--- src/rtl/button_event_queue_if.sv ---
// Pin-side and processor-side signals of the button event queue, grouped so the
// queue and its driver share one bundle; clock and reset stay plain ports.
interface button_event_queue_if #(
    parameter int N_BUTTONS = 4
);
    logic [N_BUTTONS-1:0] buttons;
    logic                 poll_button;
    logic                 clear_overflow;
    logic [31:0]          button_out;
    logic [N_BUTTONS-1:0] pressed_level;

    modport master (
        output buttons, poll_button, clear_overflow,
        input  button_out, pressed_level
    );

    modport slave (
        input  buttons, poll_button, clear_overflow,
        output button_out, pressed_level
    );
endinterface

--- src/rtl/button_event_queue.sv ---
// Debounces N push buttons, turns each debounced press into an index event and
// queues events in a FIFO that the processor pops one per poll via a status word.
module button_event_queue #(
    parameter int N_BUTTONS       = 4,
    parameter int DEBOUNCE_CYCLES = 1000000,
    parameter int DEPTH           = 8,
    parameter int HOLDOFF_CYCLES  = 0
) (
    input  logic                clock,
    input  logic                reset_n,
    button_event_queue_if.slave bus
);
    localparam int PTR_W = $clog2(DEPTH);
    localparam int OCC_W = PTR_W + 1;
    localparam int CNT_W = (DEBOUNCE_CYCLES > 1) ? $clog2(DEBOUNCE_CYCLES) : 1;
    localparam int HO_W  = (HOLDOFF_CYCLES > 0) ? $clog2(HOLDOFF_CYCLES + 1) : 1;
    localparam logic [CNT_W-1:0] CNT_LAST = CNT_W'(DEBOUNCE_CYCLES - 1);
    localparam logic [HO_W-1:0]  HO_LOAD  = HO_W'(HOLDOFF_CYCLES);
    localparam logic [OCC_W-1:0] OCC_FULL = OCC_W'(DEPTH);

    function automatic logic [3:0] f_lowest_idx(input logic [N_BUTTONS-1:0] v);
        logic [3:0] idx;
        idx = '0;
        for (int i = N_BUTTONS - 1; i >= 0; i--) begin
            if (v[i]) idx = 4'(i);
        end
        return idx;
    endfunction

    logic [1:0]           r_rst_sync;
    logic                 w_rst_n;
    logic [2:0]           r_warm;
    logic                 w_arm_load;
    logic [N_BUTTONS-1:0] r_sync_p0;
    logic [N_BUTTONS-1:0] r_sync_p1;
    logic [N_BUTTONS-1:0] r_level;
    logic [CNT_W-1:0]     r_db_cnt [N_BUTTONS];
    logic [N_BUTTONS-1:0] w_differ;
    logic [N_BUTTONS-1:0] w_flip;
    logic [N_BUTTONS-1:0] w_rise;
    logic [N_BUTTONS-1:0] w_fall;
    logic [N_BUTTONS-1:0] r_armed;
    logic [N_BUTTONS-1:0] w_armed;
    logic [N_BUTTONS-1:0] r_pending;
    logic [N_BUTTONS-1:0] w_push_onehot;
    logic                 w_push_valid;
    logic [3:0]           w_push_idx;
    logic [3:0]           r_mem [DEPTH];
    logic [PTR_W-1:0]     r_wptr;
    logic [PTR_W-1:0]     r_rptr;
    logic [OCC_W-1:0]     r_occ;
    logic [OCC_W-1:0]     w_occ_next;
    logic [HO_W-1:0]      r_holdoff;
    logic                 r_ovf;
    logic                 w_full;
    logic                 w_pop;
    logic                 w_push_ok;
    logic                 w_drop;
    logic                 w_valid;
    logic [3:0]           w_head;

    // Reset asserts asynchronously but releases only after two clean clock edges.
    always_ff @(posedge clock or negedge reset_n) begin
        if (!reset_n) r_rst_sync <= '0;
        else          r_rst_sync <= {r_rst_sync[0], 1'b1};
    end
    assign w_rst_n = r_rst_sync[1];

    // Stage p0/p1: two-flop synchroniser per button.
    always_ff @(posedge clock or negedge w_rst_n) begin
        if (!w_rst_n) begin
            r_sync_p0 <= '0;
            r_sync_p1 <= '0;
            r_warm    <= '0;
        end else begin
            r_sync_p0 <= bus.buttons;
            r_sync_p1 <= r_sync_p0;
            r_warm    <= {r_warm[1:0], 1'b1};
        end
    end

    // One-shot: the first cycle the synchroniser holds real pin levels.
    assign w_arm_load = r_warm[1] & ~r_warm[2];

    always_comb begin
        w_differ = r_sync_p1 ^ r_level;
        w_flip   = '0;
        for (int i = 0; i < N_BUTTONS; i++) begin
            w_flip[i] = w_differ[i] && (r_db_cnt[i] == CNT_LAST);
        end
    end
    assign w_rise = w_flip &  r_sync_p1;
    assign w_fall = w_flip & ~r_sync_p1;

    always_ff @(posedge clock or negedge w_rst_n) begin
        if (!w_rst_n) begin
            for (int i = 0; i < N_BUTTONS; i++) r_db_cnt[i] <= '0;
            r_level <= '0;
        end else begin
            for (int i = 0; i < N_BUTTONS; i++) begin
                if (!w_differ[i] || w_flip[i]) r_db_cnt[i] <= '0;
                else                           r_db_cnt[i] <= r_db_cnt[i] + CNT_W'(1);
            end
            r_level <= r_level ^ w_flip;
        end
    end

    // A button already held when reset lifts stays disarmed until its first release.
    assign w_armed = w_arm_load ? ~r_sync_p1 : r_armed;

    assign w_push_valid  = |r_pending;
    assign w_push_onehot = r_pending & (~r_pending + N_BUTTONS'(1));
    assign w_push_idx    = f_lowest_idx(r_pending);

    always_ff @(posedge clock or negedge w_rst_n) begin
        if (!w_rst_n) begin
            r_armed   <= '0;
            r_pending <= '0;
        end else begin
            r_armed   <= w_armed | w_fall;
            r_pending <= (r_pending & ~w_push_onehot) | (w_rise & w_armed);
        end
    end

    assign w_full    = (r_occ == OCC_FULL);
    assign w_pop     = bus.poll_button && (r_occ != '0) && (r_holdoff == '0);
    assign w_push_ok = w_push_valid && (!w_full || w_pop);
    assign w_drop    = w_push_valid && w_full && !w_pop;

    always_comb begin
        w_occ_next = r_occ;
        if (w_push_ok && !w_pop)      w_occ_next = r_occ + OCC_W'(1);
        else if (!w_push_ok && w_pop) w_occ_next = r_occ - OCC_W'(1);
    end

    // Stage: FIFO storage holds data only, so it carries no reset.
    always_ff @(posedge clock) begin
        if (w_push_ok) r_mem[r_wptr] <= w_push_idx;
    end

    always_ff @(posedge clock or negedge w_rst_n) begin
        if (!w_rst_n) begin
            r_wptr    <= '0;
            r_rptr    <= '0;
            r_occ     <= '0;
            r_holdoff <= '0;
            r_ovf     <= 1'b0;
        end else begin
            if (w_push_ok) r_wptr <= r_wptr + PTR_W'(1);
            if (w_pop)     r_rptr <= r_rptr + PTR_W'(1);
            r_occ <= w_occ_next;
            if (w_pop)                  r_holdoff <= HO_LOAD;
            else if (r_holdoff != '0)   r_holdoff <= r_holdoff - HO_W'(1);
            if (w_drop)                 r_ovf <= 1'b1;
            else if (bus.clear_overflow) r_ovf <= 1'b0;
        end
    end

    assign w_valid = (r_occ != '0) && (r_holdoff == '0);
    assign w_head  = w_valid ? r_mem[r_rptr] : 4'd0;

    assign bus.button_out    = {r_ovf, 15'd0, 8'(r_occ), 3'd0, w_head, w_valid};
    assign bus.pressed_level = r_level;
endmodule

--- src/flat_wrapper.sv ---
// flat-port wrapper written by rule: the top's interface ports become plain ports
module button_event_queue_flat 
#(
    parameter int N_BUTTONS       = 4,
    parameter int DEBOUNCE_CYCLES = 1000000,
    parameter int DEPTH           = 8,
    parameter int HOLDOFF_CYCLES  = 0
)
  (clock, reset_n, bus_buttons, bus_poll_button, bus_clear_overflow, bus_button_out, bus_pressed_level);
  button_event_queue_if #(.N_BUTTONS(N_BUTTONS)) bus_i ();
  input  logic clock;
  input  logic reset_n;
  input wire logic [$bits(bus_i.buttons)-1:0] bus_buttons;
  input wire logic [$bits(bus_i.poll_button)-1:0] bus_poll_button;
  input wire logic [$bits(bus_i.clear_overflow)-1:0] bus_clear_overflow;
  output wire logic [$bits(bus_i.button_out)-1:0] bus_button_out;
  output wire logic [$bits(bus_i.pressed_level)-1:0] bus_pressed_level;
  assign bus_i.buttons = bus_buttons;
  assign bus_i.poll_button = bus_poll_button;
  assign bus_i.clear_overflow = bus_clear_overflow;
  assign bus_button_out = bus_i.button_out;
  assign bus_pressed_level = bus_i.pressed_level;
  button_event_queue #(.N_BUTTONS(N_BUTTONS), .DEBOUNCE_CYCLES(DEBOUNCE_CYCLES), .DEPTH(DEPTH), .HOLDOFF_CYCLES(HOLDOFF_CYCLES)) u_core (.clock(clock), .reset_n(reset_n), .bus(bus_i));
endmodule
--- config.mk ---
export PLATFORM = sky130hd
export DESIGN_NAME = button_event_queue_flat
export DESIGN_NICKNAME = d
export VERILOG_FILES = /design/src/rtl/button_event_queue_if.sv /design/src/rtl/button_event_queue.sv /design/src/flat_wrapper.sv
export SDC_FILE = /design/constraint.sdc
export NUM_CORES = 1
export LEC_CHECK = 0
export ABC_AREA = 1
export CORE_UTILIZATION = 35
export DETAILED_ROUTE_END_ITERATION = 10
export RECOVER_POWER = 25
export SETUP_SLACK_MARGIN = 0.02
export SYNTH_ARGS = -nofsm -noshare
export SYNTH_HDL_FRONTEND = slang
export SYNTH_SLANG_ARGS = --single-unit
export TNS_END_PERCENT = 50
--- constraint.sdc ---
create_clock -name clock -period 5.6 [get_ports clock]
set_input_delay 0.56 -clock clock [delete_from_list [all_inputs] [get_ports clock]]
set_output_delay 0.56 -clock clock [all_outputs]
set_load 0.1 [all_outputs]
# Word level (Yosys, flattened, before mapping)
# Memories as Yosys holds them, arrays and structs flattened.
# Index checks and enable logic that the tools add are counted.
# W data, S select, Z words.
# word_totals
reg_bits	117
latchBits	0
ramBits	16
romBits	0
in_bits	8
output_inout_bits	36
elab_cells	93
mem_count	1
# classes
add_sub_neg	10
multipliers	0
n_div	0
n_lt_le_gt_ge	0
eq_ne	5
n_shift	0
mux	18
n_bitwise	15
n_reduce_logical	28
# memory_table
name	words	word_bits	read_ports	rd_ports_with_merged_regs	write_ports	line	source
u_core.r_mem	8	2	1	0	1	button_event_queue.sv:48	logic [3:0] r_mem [DEPTH];
# ops
cell	n
$add A20 B1 Y20 const B	4
$eq A20 B20 Y1 const B	4
$mux W20	4
$and A4 B4 Y4	5
$mux W4	4
$logic_and A1 B1 Y1	12
$not A4 Y4	3
$add A4 B1 Y4 const B	2
$mux W2	4
$or A4 B4 Y4	2
$xor A4 B4 Y4	2
$logic_not A1 Y1	7
$add A3 B1 Y3 const B	2
$mux W1	6
$logic_or A1 B1 Y1	5
$eq A4 B4 Y1 const B	1
$reduce_bool A2 Y1	2
$reduce_bool A4 Y1	1
$reduce_or A4 Y1	1
$sub A4 B1 Y4 const B	1
$not A1 Y1	2
$and A1 B1 Y1	1
$sub A1 B1 Y1 const B	1

# Logic depth before layout (Yosys ltp)
# Gate-level depths: netlist of the first run.
# logic_depth
depth_word	9
ltp_mapped	15
mapped_depth_nobuf	15

# Least setup slack after synthesis of the first run
# No wires, ideal clock.
# synth_path
kind	register -> output
startpoint	register u_core.r_occ[0]
endpoint	output bus_button_out[1]
arrival_ns	2.672
required_time_ns	5.040
slack_ns	2.368
path_stages_with_launch	5
path_buffers	0
cell_sequence	dfrtp_1 -> nor3_1 -> nand2_1 -> nand2_1 -> nor2_1
# synth_via
elab_chain_cells	3
# synth_rtl
item	line	source
start: declaration	button_event_queue.sv:51	logic [OCC_W-1:0] r_occ;
start signal: assignment	button_event_queue.sv:151	r_occ <= w_occ_next;
$reduce_bool A4 Y1	button_event_queue.sv:159	assign w_valid = (r_occ != '0) && (r_holdoff == '0);
$logic_and A1 B1 Y1	button_event_queue.sv:159	
net u_core.w_valid	button_event_queue.sv:59	logic w_valid;
$mux W4	button_event_queue.sv:160	assign w_head = w_valid ? r_mem[r_rptr] : 4'd0;
end: declaration	flat_wrapper.sv:16	output wire logic [$bits(bus_i.button_out)-1:0] bus_button_out;
# The timed path passes the listed nets, and every way through them passes these cells.

# Final worst setup path of the first run
# layout_path
startpoint	register u_core.r_rptr[0]
endpoint	output bus_button_out[1]
# layout_via
elab_chain_cells	2
# layout_rtl
item	line	source
start: declaration	button_event_queue.sv:50	logic [PTR_W-1:0] r_rptr;
start signal: assignment	button_event_queue.sv:150	if (w_pop) r_rptr <= r_rptr + PTR_W'(1);
$mem_v2 Z8 W2	--	
$mux W4	button_event_queue.sv:160	
# Every way passes these cells.

==> impl_metrics.py, run 1 <==
metrics = {
    "grt": {
        "first_global_vias": 5124,
        "grt-ovfl-total": 0,
        "antenna_found_initial": 0,
        "grt_first_pass_wirelength_um": 23700,
        "grt_max_degree": 59,
        "gr-usage-all-layers_pct": 14.7,
    },
    "place": {
        "dpl_cell_area_um2": 7240,
        "gp_congestion": 0.842,
        "dp.cells": 1129,
        "portBuffers": 19,
        "hpwlAfterDp_um": 9300,
    },
    "synthesis": {
        "synth_area_um2": 6870,
        "synth-seq-cells": 132,
        "syn_area_per_cell_um2": 8.02,
        "ys_types": 35,
        "ys_seq_area_share_pct": 49.2,
        "yosysWarningCount": 0,
        "synth_cells": 857,
    },
    "critical_path": {
        "critPathRequiredTime_ns": 5.04,
        "crit_chain": "clkinv_1 > o21ai_0 > o211ai_1 > nand2_1 > nor2_1 > clkdlybuf4s50_1",
        "worstPathArrival_ns": 2.61,
        "critPathSlowestCell": "clkdlybuf4s50_1",
        "r2r-start": "u_core.r_rst_sync[1]",
        "cp-end-kind": "output pin",
        "max_stage_delay_ns": 0.95,
        "criticalPathCategory": "reg2out",
        "cp-startpoint": "u_core.r_rptr[0]",
        "path_max_fanout": 10,
        "cp-start-kind": "flip-flop",
    },
    "clock_tree": {
        "post_cts_buffers": 0,
        "worst_skew_pair.late_latency_ns": 0.42,
        "cts_tree": "built",
        "htreeDepth": 4,
        "cts.sinks": 132,
        "clkSlewWorstSetupHoldPaths_ns": 0.06,
        "hold_buffers": 0,
        "cts.path.max_buffers": 2,
        "post_cts_resized": 0,
        "numCtsBuffers": 17,
        "cts_root_buf": "clkbuf_16",
    },
    "power": {
        "ir_worst_vdd_v": 0.000197,
        "intPower_mw": 1.85,
        "p_sw_share_pct": 32.8,
        "p_leak_nw": 3.34,
        "p_per_area_nw_per_um2": 352,
        "pwr-share-comb_pct": 21.1,
        "clockPowerShare_pct": 40.0,
        "p_seq_share_pct": 38.9,
        "p_switching_mw": 0.901,
    },
    "floorplan": {
        "rows": 50,
        "core-area_um2": 19000,
        "ios": 44,
        "dieWidth_um": 142,
        "dieArea_um2": 20200,
        "die_h_um": 142,
        "start_util_pct": 36.2,
    },
    "detailed_routing": {
        "ant_nets": 0,
        "first_pass_iters": 6,
        "first_iter_violations": 293,
        "wl_um": 13100,
        "viasPerCell": 4.49,
        "drc": 0,
        "vias": 5218,
        "wl_per_cell_um": 11.3,
    },
    "cells_and_area": {
        "multi_input_area_um2": 3040,
        "stdcell_count": 1161,
        "nets": 906,
        "antenna_cells": 0,
        "regArea_um2": 3380,
        "fillers": 1894,
        "final_area_um2": 7820,
        "layout-drive-gt1-share_pct": 4.55,
        "area_delta_synth_final_pct": 13.7,
    },
    "status": {
        "violations": "capacitance limit, slew limit",
        "status": "finished, violations left",
    },
    "timing": {
        "max_freq_mhz": 315,
        "worstMarginPinSlew_ns": 2.22,
        "drv_slew": 58,
        "final_hold_viol_count": 0,
        "fin_crit_ns": 3.17,
        "setup_viol": 0,
        "tns_ns": 0,
        "slew_headroom_pct": -48.1,
        "post-route-period-util_pct": 56.7,
        "skew_ns": 0.00549,
        "rsz0062_at_grt": "false",
    },
    "hold_path": {
        "min_from": "u_core.r_warm[0]",
        "hold_path.class": "reg2reg",
    },
    "run": {
        "max_cap_violations": 1,
    },
}
==> power groups by stage <==
stage	clock, mW	combinational [mW]	sequential, mW
global placement	0	0.582	1.09
finish	1.10	0.582	1.07
CTS	1.13	0.587	1.07
floorplan	0	0.403	1.18
global route	1.17	0.633	1.08
detailed placement	0	0.586	1.09
==> cells in the final DEF (no fill, tap or decap), drive strengths merged <==
cell	n
buf	2
xor2	32
o22ai	3
dlygate4sd3	5
nand3b	1
fa	1
clkinvlp	3
inv	75
o21bai	5
nor3b	1
nand4	21
a21oi	11
nand2	196
nand3	56
clkdlybuf4s50	14
o211ai	2
clkbuf	21
or2	2
edfxtp	16
ha	9
nor3	11
bufinv	3
nor2	219
o21ai	23
and3	1
clkinv	6
xnor2	20
conb	26
dfrtp	116
==> per-layer routing <==
| metal | wire length, um | GRT usage (%) | up-vias |
|---|---|---|---|
| met1 | 6580 | 19.6 | 2379 |
| li1 | - | - | 2721 |
| met2 | 5880 | 23.2 | 100 |
| met3 | 444 | 3.60 | 18 |
| met5 | 0 | 0 | - |
| met4 | 199 | 5.43 | 0 |
==> sequential cells by signal, summed over array words and instances (netlist names), named ones only <==
register and count:
u_core.r_rptr 3, u_core.r_wptr 3, u_core.r_mem 16, u_core.r_sync_p0 4, u_core.r_rst_sync 2, u_core.r_sync_p1 4, u_core.r_occ 4, u_core.r_warm 3
u_core.r_pending 4, u_core.r_db_cnt 80, u_core.r_armed 4, u_core.r_ovf 1
==> through the flow <==
stage               setup slack, ns  utilization, %  hold WS (ns)  total power [mW]
floorplan                      2.13               -         0.264              1.58
global placement               2.92            38.2         0.333              1.67
detailed placement             2.87            38.2         0.336              1.67
CTS                            2.41            41.2         0.281              2.79
global route                   2.17            41.2         0.359              2.88
finish                         2.43            41.2         0.342              2.75
==> Yosys cell counts (all sizes together) <==
| library cell | n | share of area, % |
|---|---|---|
| nand3 | 56 | 4.4 |
| ha | 9 | 1.6 |
| clkbuf | 1 | 0.055 |
| fa | 1 | 0.29 |
| nor3b | 1 | 0.11 |
| o21ai | 23 | 1.7 |
| clkinv | 1 | 0.055 |
| dfrtp | 116 | 42 |
| conb | 2 | 0.11 |
| nor3 | 11 | 0.97 |
| nor2 | 219 | 12 |
| xor2 | 32 | 4.1 |
| o211ai | 2 | 0.22 |
| edfxtp | 16 | 7.0 |
| xnor2 | 20 | 2.5 |
| and3 | 1 | 0.091 |
| nand2 | 196 | 11 |
| inv | 75 | 4.1 |
| nand4 | 21 | 1.9 |
| o22ai | 3 | 0.27 |
| nand3b | 1 | 0.11 |
| or2 | 2 | 0.18 |
| a21oi | 11 | 0.80 |
| o21bai | 5 | 0.55 |
| buf | 32 | 3.6 |
==> final cells by class <==
class                   instances  area share (%)
clock inverters                11            1.75
well taps                     260            4.16
clock buffers                  21            5.64
inverters                      76            3.65
flip-flops and latches        132            43.3
repair buffers                 21            2.63
multi-input cells             640            38.9
==> path summary, 6_finish.rpt <==
check | cells past startpoint | to | slack [ns]
min in group asynchronous | 1 | u_core.r_rst_sync[0] | 0.37
hold / removal | 0 | u_core.r_warm[1] | 0.34
setup reg to reg | 1 | u_core.r_occ[2] | 2.93
setup / recovery | 6 | bus_button_out[1] | 2.43
hold reg to reg | 0 | u_core.r_warm[1] | 0.34
max in group asynchronous | 1 | u_core.r_occ[2] | 2.93
==> logic make-up (layout without fill, tap and decap cells) <==
| group | after synthesis | after routing | synth area share, % |
|---|---|---|---|
| DFF | 132 | 132 | 49.2 |
| AOI/OAI and AO/OA | 44 | 44 | 3.51 |
| and+or+nand+nor | 508 | 508 | 30.7 |
| buffers and inverters | 109 | 129 | 7.83 |
| xor gates and xnor gates | 52 | 52 | 6.63 |
| other | 2 | 26 | 0.109 |
| adders and majority gates | 10 | 10 | 1.93 |
==> worst max-delay path: cells and delay by family, from the launching register on <==
| family | cells | cell delay (ns) |
|---|---|---|
| buf+inv | 2 | 1.22 |
| flops | 1 | 0.49 |
| compound gates | 2 | 0.38 |
| simple gates | 2 | 0.11 |
Note: power is estimated with default switching activity, not from simulation.
==> run 2: changes to the inputs <==
==> constraint.sdc (replaced) <==
create_clock -name clock -period 3 [get_ports clock]
set_input_delay 0.3 -clock clock [delete_from_list [all_inputs] [get_ports clock]]
set_output_delay 0.3 -clock clock [all_outputs]
set_load 0.1 [all_outputs]
==> run 2 against run 1 <==
  * The run still ends with capacitance limit, slew limit left
  * Core utilization rose by 0.27 points
  * Critical endpoint is now u_core.r_occ[3]
  * Worst hold slack got worse by 0.23 ns
  * Sequential share of layout area fell by 0.28 points
==> impl_metrics.py, run 2 (same netlist as run 1, synthesis figures left out) <==
metrics = {
    "clock_tree": {
        "cts_tree": "built",
        "cts.sinks": 132,
        "cts_root_buf": "clkbuf_16",
        "hold_buffers": 0,
        "post_cts_resized": 0,
        "clkSlewWorstSetupHoldPaths_ns": 0.06,
        "numCtsBuffers": 17,
        "post_cts_buffers": 0,
        "cts.path.max_buffers": 2,
        "worst_skew_pair.late_latency_ns": 0.42,
        "htreeDepth": 4,
    },
    "cells_and_area": {
        "layout-drive-gt1-share_pct": 6.10,
        "stdcell_count": 1162,
        "regMostFlops": "u_core.r_db_cnt",
        "area_delta_synth_final_pct": 14.5,
        "layout_commonest_cell": "nor2_1",
        "final_cell_mix": "217 x nor2_1, 192 x nand2_1, 116 x dfrtp_1",
        "fillers": 1932,
        "nets": 907,
        "antenna_cells": 0,
        "largest_reg_flops": 80,
        "regArea_um2": 3380,
        "biggestRegsByFlops": "u_core.r_db_cnt (80), u_core.r_mem (16)",
        "multi_input_area_um2": 3040,
    },
    "critical_path": {
        "path_buf_inv": 1,
        "r2r-start": "u_core.r_occ[0]",
        "reg2reg_slack_ns": 0.52,
        "cp_top_family": "simple AND/OR/NAND/NOR gates",
        "worst_path_most_repeated_cell": "nand2_1",
        "max_stage_delay_ns": 0.45,
        "cp-start-kind": "flip-flop",
        "critPathRequiredTime_ns": 3.30,
        "cp-end-kind": "flip-flop",
        "ff2ff_path_depth": 11,
        "timing.rr.end": "u_core.r_occ[3]",
        "worstPathArrival_ns": 2.79,
        "path_max_fanout": 5,
        "crit_chain": "nor3_1 > nand2_1 > nand2_1 > ha_1 > inv_1 > ha_1 > and3_1 > o21bai_1 > nand2_1 > nand2_1 > o21ai_0",
        "criticalPathCategory": "reg2reg",
        "critPathSlowestCell": "dfrtp_1",
    },
    "detailed_routing": {
        "first_iter_violations": 318,
        "wl_per_cell_um": 11.6,
        "viasPerCell": 4.55,
        "drc": 0,
        "ant_nets": 0,
        "wl_um": 13400,
        "vias": 5290,
        "first_pass_iters": 5,
    },
    "floorplan": {
        "core-area_um2": 19000,
        "ios": 44,
        "start_util_pct": 36.2,
        "dieArea_um2": 20200,
        "die_h_um": 142,
        "dieWidth_um": 142,
        "rows": 50,
    },
    "timing": {
        "hold_slack_ns": 0.112,
        "post-route-period-util_pct": 82.8,
        "setup_viol": 0,
        "rsz0062_at_grt": "false",
        "final_hold_viol_count": 0,
        "drv_slew": 55,
        "slew_headroom_pct": -48.2,
        "worstMarginPinSlew_ns": 2.22,
        "fin_crit_ns": 2.48,
        "tns_ns": 0,
        "skew_ns": 0.00833,
        "max_freq_mhz": 403,
    },
    "power": {
        "intPower_mw": 3.60,
        "pwr-share-comb_pct": 20.4,
        "power_mw": 5.33,
        "p_seq_share_pct": 37.6,
        "p_leak_nw": 3.38,
        "p_switching_mw": 1.72,
        "ir_worst_vdd_v": 0.000407,
        "clockPowerShare_pct": 42.0,
        "p_per_area_nw_per_um2": 677,
        "p_sw_share_pct": 32.4,
    },
    "grt": {
        "antenna_found_initial": 0,
        "grt-ovfl-total": 0,
        "grt_first_pass_wirelength_um": 24100,
        "gr-usage-all-layers_pct": 15.0,
        "first_global_vias": 5279,
        "grt_max_degree": 56,
    },
    "place": {
        "dp.cells": 1130,
        "hpwlAfterDp_um": 9560,
        "gp_congestion": 0.850,
        "portBuffers": 19,
    },
    "hold_path": {
        "hold_path.class": "in2async",
    },
    "run": {
        "max_cap_violations": 1,
    },
    "status": {
        "status": "finished, violations left",
        "violations": "capacitance limit, slew limit",
    },
}
## run 2: changes by cell type in the layout (fill, tap and decap cells not counted), sizes merged
cell           change
buf               +11
bufinv             +2
clkbuf             -3
clkdlybuf4s50     -11
clkinvlp           +2
## run 2: final cells by class
cell class | count | area share, %
Inverter | 76 | 3.63
Multi-Input combinational cell | 640 | 38.6
Tap cell | 260 | 4.14
Clock buffer | 17 | 5.41
Timing Repair Buffer | 22 | 2.48
Clock inverter | 15 | 2.70
Sequential cell | 132 | 43.0
## run 2: metrics by stage
stage               utilization (%)  area, um2  worst slack [ns]
CTS                            41.5       7870             0.481
floorplan                         -       6960            0.0281
finish                         41.5       7870             0.516
global route                   41.5       7870             0.207
detailed placement             38.2       7230             0.524
global placement               38.2       7230             0.620
## run 2: worst max path at each step
stage                                endpoint  slack, ns  depth (start not counted)                  from
after floorplan             bus_button_out[1]       0.03                          4       u_core.r_occ[0]
after global placement        u_core.r_occ[3]       0.62                         13       bus_poll_button
after detailed placement      u_core.r_occ[3]       0.52                         11       u_core.r_occ[0]
after CTS                     u_core.r_occ[3]       0.48                         11       u_core.r_occ[0]
after global routing      u_core.r_db_cnt[71]       0.21                          1  u_core.r_rst_sync[1]
final                         u_core.r_occ[3]       0.52                         11       u_core.r_occ[0]
## run 2: power groups by stage
stage / Combinational [mW] / Sequential (mW) / Clock, mW
after global routing: 1.18 / 2.02 / 2.37
after global placement: 1.08 / 2.03 / 0
after CTS: 1.09 / 2.00 / 2.29
final: 1.08 / 2.00 / 2.24
after detailed placement: 1.09 / 2.04 / 0
after floorplan: 0.752 / 2.20 / 0
## run 2: per-layer routing
layer  GRT usage [%]  vias up  routed length (um)
li1                -     2728                   -
met1            19.2     2465                6540
met2            24.7       81                6230
met3            3.43       16                 440
met4            5.89        0                 216
met5               0        -                   0
